$ cat config.mk
export PLATFORM = sky130hd
export DESIGN_NAME = rom_byte_streamer
export DESIGN_NICKNAME = d
export VERILOG_FILES = /design/src/rtl/rom_byte_streamer.sv
export SDC_FILE = /design/constraint.sdc
export NUM_CORES = 1
export LEC_CHECK = 0
export CAP_MARGIN = 15
export CORE_MARGIN = 5
export CORE_UTILIZATION = 47
export DETAILED_ROUTE_END_ITERATION = 8
export HOLD_SLACK_MARGIN = 0.12
export PLACE_DENSITY_LB_ADDON = 0.08
export SETUP_SLACK_MARGIN = 0.5
export SYNTH_ARGS = -nofsm -noshare
export SYNTH_HDL_FRONTEND = slang
export SYNTH_SLANG_ARGS = --single-unit
export TNS_END_PERCENT = 30
$ cat constraint.sdc
create_clock -name Clk -period 2.1 [get_ports Clk]
set_input_delay 0.525 -clock Clk [delete_from_list [all_inputs] [get_ports Clk]]
set_output_delay 0.525 -clock Clk [all_outputs]
set_load 0.05 [all_outputs]
$ cat src/rtl/rom_byte_streamer.sv
// rom_byte_streamer: walks a fixed RAM window [BASE_ADDR, BASE_ADDR+LENGTH) with one-cycle
// latency reads and presents the bytes as a valid/ready stream through a 3-entry FIFO.
// Build macro STREAMER_STOP_ON_NUL_EN: the first 0x00 byte captured ends the stream early.
module rom_byte_streamer #(
    parameter int unsigned ROM_DEPTH = 256,
    parameter int unsigned BASE_ADDR = 0,
    parameter int unsigned LENGTH    = ROM_DEPTH,
    parameter int unsigned ADDR_W    = (ROM_DEPTH > 1) ? $clog2(ROM_DEPTH) : 1
) (
    input  logic              Clk,
    input  logic              Rst,
    input  logic              Start,
    output logic              Busy,
    output logic              Done,
    output logic [ADDR_W-1:0] RamReadAddr,
    output logic              RamReadEnable,
    input  logic [7:0]        RamReadData,
    output logic              OutValid,
    input  logic              OutReady,
    output logic [7:0]        OutData,
    output logic              OutLast,
    output logic [ADDR_W-1:0] OutIndex
);

    typedef enum logic [1:0] {StIdle, StRun, StDrain} state_e;

    localparam logic [ADDR_W-1:0] FirstAddr = ADDR_W'(BASE_ADDR);
    localparam logic [ADDR_W-1:0] LastAddr  = ADDR_W'(BASE_ADDR + LENGTH - 1);
    localparam logic [ADDR_W-1:0] LastIdx   = ADDR_W'(LENGTH - 1);

    if (LENGTH == 0 || BASE_ADDR + LENGTH > ROM_DEPTH) begin : g_cfg_check
        $error("rom_byte_streamer: window BASE_ADDR=%0d LENGTH=%0d does not fit ROM_DEPTH=%0d",
               BASE_ADDR, LENGTH, ROM_DEPTH);
    end

    state_e            state_q, state_d;
    logic [ADDR_W-1:0] addr_q, addr_d;
    logic [ADDR_W-1:0] idx_q, idx_d;
    logic              inflight_q, inflight_d;
    logic              done_q, done_d;
    logic [7:0]        fifo_q [3];
    logic [7:0]        fifo_d [3];
    logic [1:0]        wr_ptr_q, wr_ptr_d;
    logic [1:0]        rd_ptr_q, rd_ptr_d;
    logic [1:0]        count_q, count_d;

    logic issue;
    logic push;
    logic pop;
    logic head_is_nul;

    // Reads are throttled on buffered + in-flight bytes only, so OutReady never reaches issue.
    assign issue = (state_q == StRun) && (({1'b0, count_q} + {2'b00, inflight_q}) < 3'd3);

`ifdef STREAMER_STOP_ON_NUL_EN
    logic nul_seen_q, nul_seen_d;
    logic push_nul;

    // Once the terminating NUL is captured, anything still returning from the RAM is dropped.
    assign push        = inflight_q && !nul_seen_q;
    assign push_nul    = push && (RamReadData == 8'h00);
    // Only the terminating NUL can ever sit in the FIFO, so a zero head is the last byte.
    assign head_is_nul = (OutData == 8'h00);
`else
    assign push        = inflight_q;
    assign head_is_nul = 1'b0;
`endif

    assign OutValid      = (count_q != 2'd0);
    assign OutData       = fifo_q[rd_ptr_q];
    assign OutIndex      = idx_q;
    assign OutLast       = OutValid && ((idx_q == LastIdx) || head_is_nul);
    assign pop           = OutValid && OutReady;
    assign Busy          = (state_q != StIdle);
    assign Done          = done_q;
    assign RamReadAddr   = addr_q;
    assign RamReadEnable = issue;

    // Next-state logic for the sequencer, read address, FIFO and output index.
    always_comb begin
        state_d    = state_q;
        addr_d     = addr_q;
        idx_d      = idx_q;
        inflight_d = issue;
        done_d     = 1'b0;
        fifo_d     = fifo_q;
        wr_ptr_d   = wr_ptr_q;
        rd_ptr_d   = rd_ptr_q;
        count_d    = count_q + 2'(push) - 2'(pop);
`ifdef STREAMER_STOP_ON_NUL_EN
        nul_seen_d = nul_seen_q || push_nul;
`endif

        if (push) begin
            fifo_d[wr_ptr_q] = RamReadData;
            wr_ptr_d         = (wr_ptr_q == 2'd2) ? 2'd0 : wr_ptr_q + 2'd1;
        end
        if (pop) begin
            rd_ptr_d = (rd_ptr_q == 2'd2) ? 2'd0 : rd_ptr_q + 2'd1;
            idx_d    = idx_q + ADDR_W'(1);
        end

        unique case (state_q)
            StIdle: begin
                if (Start) begin
                    state_d = StRun;
                    addr_d  = FirstAddr;
                    idx_d   = '0;
`ifdef STREAMER_STOP_ON_NUL_EN
                    nul_seen_d = 1'b0;
`endif
                end
            end
            StRun: begin
                if (issue) begin
                    // Address holds on the final read; the window never wraps.
                    if (addr_q == LastAddr) begin
                        state_d = StDrain;
                    end else begin
                        addr_d = addr_q + ADDR_W'(1);
                    end
                end
`ifdef STREAMER_STOP_ON_NUL_EN
                if (push_nul) begin
                    state_d = StDrain;
                end
`endif
            end
            StDrain: begin
                if (pop && OutLast) begin
                    state_d = StIdle;
                    done_d  = 1'b1;
                end
            end
            default: state_d = StIdle;
        endcase
    end

    // All state updates; reset flushes the FIFO and in-flight read and returns to idle.
    always_ff @(posedge Clk) begin
        if (Rst) begin
            state_q    <= StIdle;
            addr_q     <= FirstAddr;
            idx_q      <= '0;
            inflight_q <= 1'b0;
            done_q     <= 1'b0;
            fifo_q     <= '{default: 8'h00};
            wr_ptr_q   <= 2'd0;
            rd_ptr_q   <= 2'd0;
            count_q    <= 2'd0;
`ifdef STREAMER_STOP_ON_NUL_EN
            nul_seen_q <= 1'b0;
`endif
        end else begin
            state_q    <= state_d;
            addr_q     <= addr_d;
            idx_q      <= idx_d;
            inflight_q <= inflight_d;
            done_q     <= done_d;
            fifo_q     <= fifo_d;
            wr_ptr_q   <= wr_ptr_d;
            rd_ptr_q   <= rd_ptr_d;
            count_q    <= count_d;
`ifdef STREAMER_STOP_ON_NUL_EN
            nul_seen_q <= nul_seen_d;
`endif
        end
    end

    // A capture into a full FIFO would mean the issue throttle is broken.
    assert property (@(posedge Clk) disable iff (Rst) !(push && !pop && count_q == 2'd3))
        else $error("rom_byte_streamer: FIFO overflow");

endmodule
==> metrics.csv <==
stage;metric;value;unit
sta;Max transition margin;56.1;%
worst_setup_path;CP Depth;6;
worst_setup_path;CP Max Fanout;3;
sta;Final Hold Slack;0.497;ns
synthesis;Async SR Flop Fraction;0;%
synthesis;synth top area cells;dfxtp_1 (44%), mux2i_1 (15%), nor2_1 (6.8%), nand2_1 (4.0%), ha_1 (3.3%);
synthesis;Synth Flop Type;dfxtp_1;
clock_tree;CTS tree;yes;
finish;NumNets Final;329;
global_route;grt total ovfl;0;
sta;Max Freq;501;MHz
detailed_routing;Remaining DRCs;0;
pwr;leakage power;0.00138;uW
placed_design;Post-DP HPWL;3.51;mm
clock_tree;Num CTS Buffers;5;
worst_setup_path;crit-path cells;ha_4 -> ha_4 -> a21oi_4 -> nand2b_4 -> clkinvlp_4 -> buf_12;
finish;fin cells;366;
synthesis;Seq/Total Area, Yosys;44.4;%
finish;Layout area overhead;46.3;%
finish;layout cell share with drive strength beyond 1;30.1;%
die;die height;79.3;microns
worst_setup_path;Crit Path Class;flip-flop to output pin;
synthesis;Yosys top cell area share;44.4;%
global_route;vias in the first global route;1908;
worst_setup_path;endpoint class of the critical path;output pin;
min_path;Hold Path Cell Cnt;2;
die;initial core utilization;48.1;%
sta;Final Max Tran Viols;0;
sta;min Tclk post-route;2.00;ns
synthesis;Synth area leader;dfxtp_1;
synthesis;yosys synthesis warning count;0;
synthesis;synthesized area;2250;sq um
placed_design;Placed Instances;349;
die;core footprint;4690;sq um
pwr;peak supply drop;0.000495;V
synthesis;most common cell in the netlist;dfxtp_1;
worst_setup_path;Req. time, crit path;1.57;ns
die;FP Rows;25;
detailed_routing;DR vias;1978;
worst_setup_path;Slowest cell on crit path;dfxtp_2;
worst_setup_path;CP Buf/Inv Count;2;
worst_setup_path;critical path launch point type;flip-flop;
global_route;initial antenna violation count;0;
finish;Diodes inserted;0;
sta;Worst Clk Skew;0.00464;ns
sta;Setup-failing EPs final;0;
global_route;largest net degree at the start of global routing;36;
clock_tree;Clock Pin Slew Worst Setup and Hold Paths;0.09;ns
pwr;pwr dens;748;nW/um^2
detailed_routing;antenna viol nets, final;0;
worst_setup_path;FF-to-FF path depth;6;
detailed_routing;routed len/inst;14.4;microns
synthesis;count of different cell masters after synthesis;36;
clock_tree;Root Buffer;clkbuf_8;
clock_tree;Clock Latency Late Sink;0.30;ns
sta;period utilisation layout;95.1;%
detailed_routing;DR pass1 iterations;4;
global_route;global-route wire length before repair;9.09;mm
placed_design;GPL Wtd Cong;0.788;
die;Die X;79.3;microns
detailed_routing;Starting DRT DRC Count;90;
synthesis;#FFs+latches synth;50;
clock_tree;number of clock sinks;50;
clock_tree;cts hold-fix bufs;0;
synthesis;syn_area_per_cell;8.77;sq um
min_path;Tightest Hold Check Type;flip-flop to flip-flop;
worst_setup_path;CP most frequent cell;ha_4;
synthesis;Post-Synthesis Cells;257;
synthesis;syn nets;275;
run;max_cap viols;0;
placed_design;Port Buffers;40;
synthesis;number of synthesized flops with an enable pin;0;
sta;final hold viol count;0;
sta;RSZ-0062 raised after global routing;true;
die;die area;6280;sq um
worst_setup_path;CP arrival;1.47;ns
sta;worst slew pin tran;0.656;ns
clock_tree;H-tree depth;2;
worst_setup_path;Crit path max-delay family;adder cells;
die;I/O Pins;41;
global_route;Tot GR Track Use;18.3;%
synthesis;most common library cells after synthesis;dfxtp_1 (50), nor2_1 (41), mux2i_1 (33);
clock_tree;Max Buffers Root-to-Sink;2;
worst_setup_path;worst stage delay on the critical path;0.35;ns
detailed_routing;final WL;5.27;mm
detailed_routing;vias per cell;5.40;
outcome;status;finished, final reports clean;
timing repair:
item                                    in CTS  in global routing
resized for setup                           61                 30
buffers inserted                             6                  2
endpoints found under the setup margin      37                 39
gates cloned                                 1                  0
pin swaps                                    3                  3
area by class of cell:
cell class / count / area, sq um
Multi-Input combinational cell: 184 / 1400
Timing Repair Buffer: 61 / 677
Inverter: 9 / 37.5
Clock buffer: 7 / 86.3
Fill cell: 369 / 1390
Clock inverter: 1 / 5.00
Sequential cell: 50 / 1030
Tap cell: 54 / 67.6
through the flow:
stage          utilization, %  TNS (ns)  cell area (sq um)  setup slack [ns]  power (uW)
2_1_floorplan               -         0               2380             0.163        1520
3_3_place_gp             63.7         0               2990            0.0632        1780
3_5_place_dp             63.7  -0.00806               2990          -0.00806        1790
4_1_cts                  68.1         0               3190            0.0907        2460
5_1_grt                  70.3         0               3300            0.0373        2620
6_report                 70.3         0               3300             0.103        2470
power by group:
part / internal [uW] / switching, uW / leakage, uW
Combinational: 389 / 440 / 0.000917
Sequential: 1010 / 63.0 / 0.000412
Clock: 266 / 305 / 0.0000482
logic make-up (layout without fill, tap and decap cells):
group | Yosys count | in the layout | synth area share, %
simple gates | 100 | 100 | 20.6
flops | 50 | 50 | 44.4
compound gates | 37 | 37 | 9.99
mux | 33 | 33 | 14.7
buf+inv | 23 | 78 | 3.94
xor+xnor | 8 | 8 | 3.11
fa+ha+maj | 6 | 6 | 3.33
placed cells by master, fill, tap and decap left out, drive strengths merged, types with 6 or more instances in the layout:
cell type      Yosys  final
nor2              41     41
mux2i             33     33
dfxtp             50     50
o22ai              8      8
ha                 6      6
inv                9      8
o21ai              7      7
a21oi             11     11
clkdlybuf4s50      0     11
buf                3     41
clkbuf            11     11
nand2             24     24
path summary, 6_finish.rpt:
kind               startpoint        endpoint  slack, ns
setup / recovery   count_q[0]   RamReadEnable       0.10
hold / removal    wr_ptr_q[1]     wr_ptr_q[1]       0.50
setup reg to reg   count_q[0]  RamReadAddr[3]       0.22
hold reg to reg   wr_ptr_q[1]     wr_ptr_q[1]       0.50
flip-flops by register name (all words and copies together), names as in the netlist:
signal	cells
Done	1
OutIndex	8
RamReadAddr	8
count_q	2
fifo_q	24
inflight_q	1
rd_ptr_q	2
state_q	2
wr_ptr_q	2
routing by layer:
metal	GRT usage [%]	up-vias	routed length (microns)
li1	-	993	-
met1	25.2	944	2580
met2	28.2	35	2410
met3	3.85	6	204
met4	6.36	0	73
met5	0	-	0
worst register-to-register path, delay by kind of cell (launching register included):
family | cells | cell delay [ns]
compound gates | 2 | 0.30
fa+ha+maj | 2 | 0.38
flops | 1 | 0.35
simple gates | 2 | 0.79
Power figures use the tool's default switching activity.
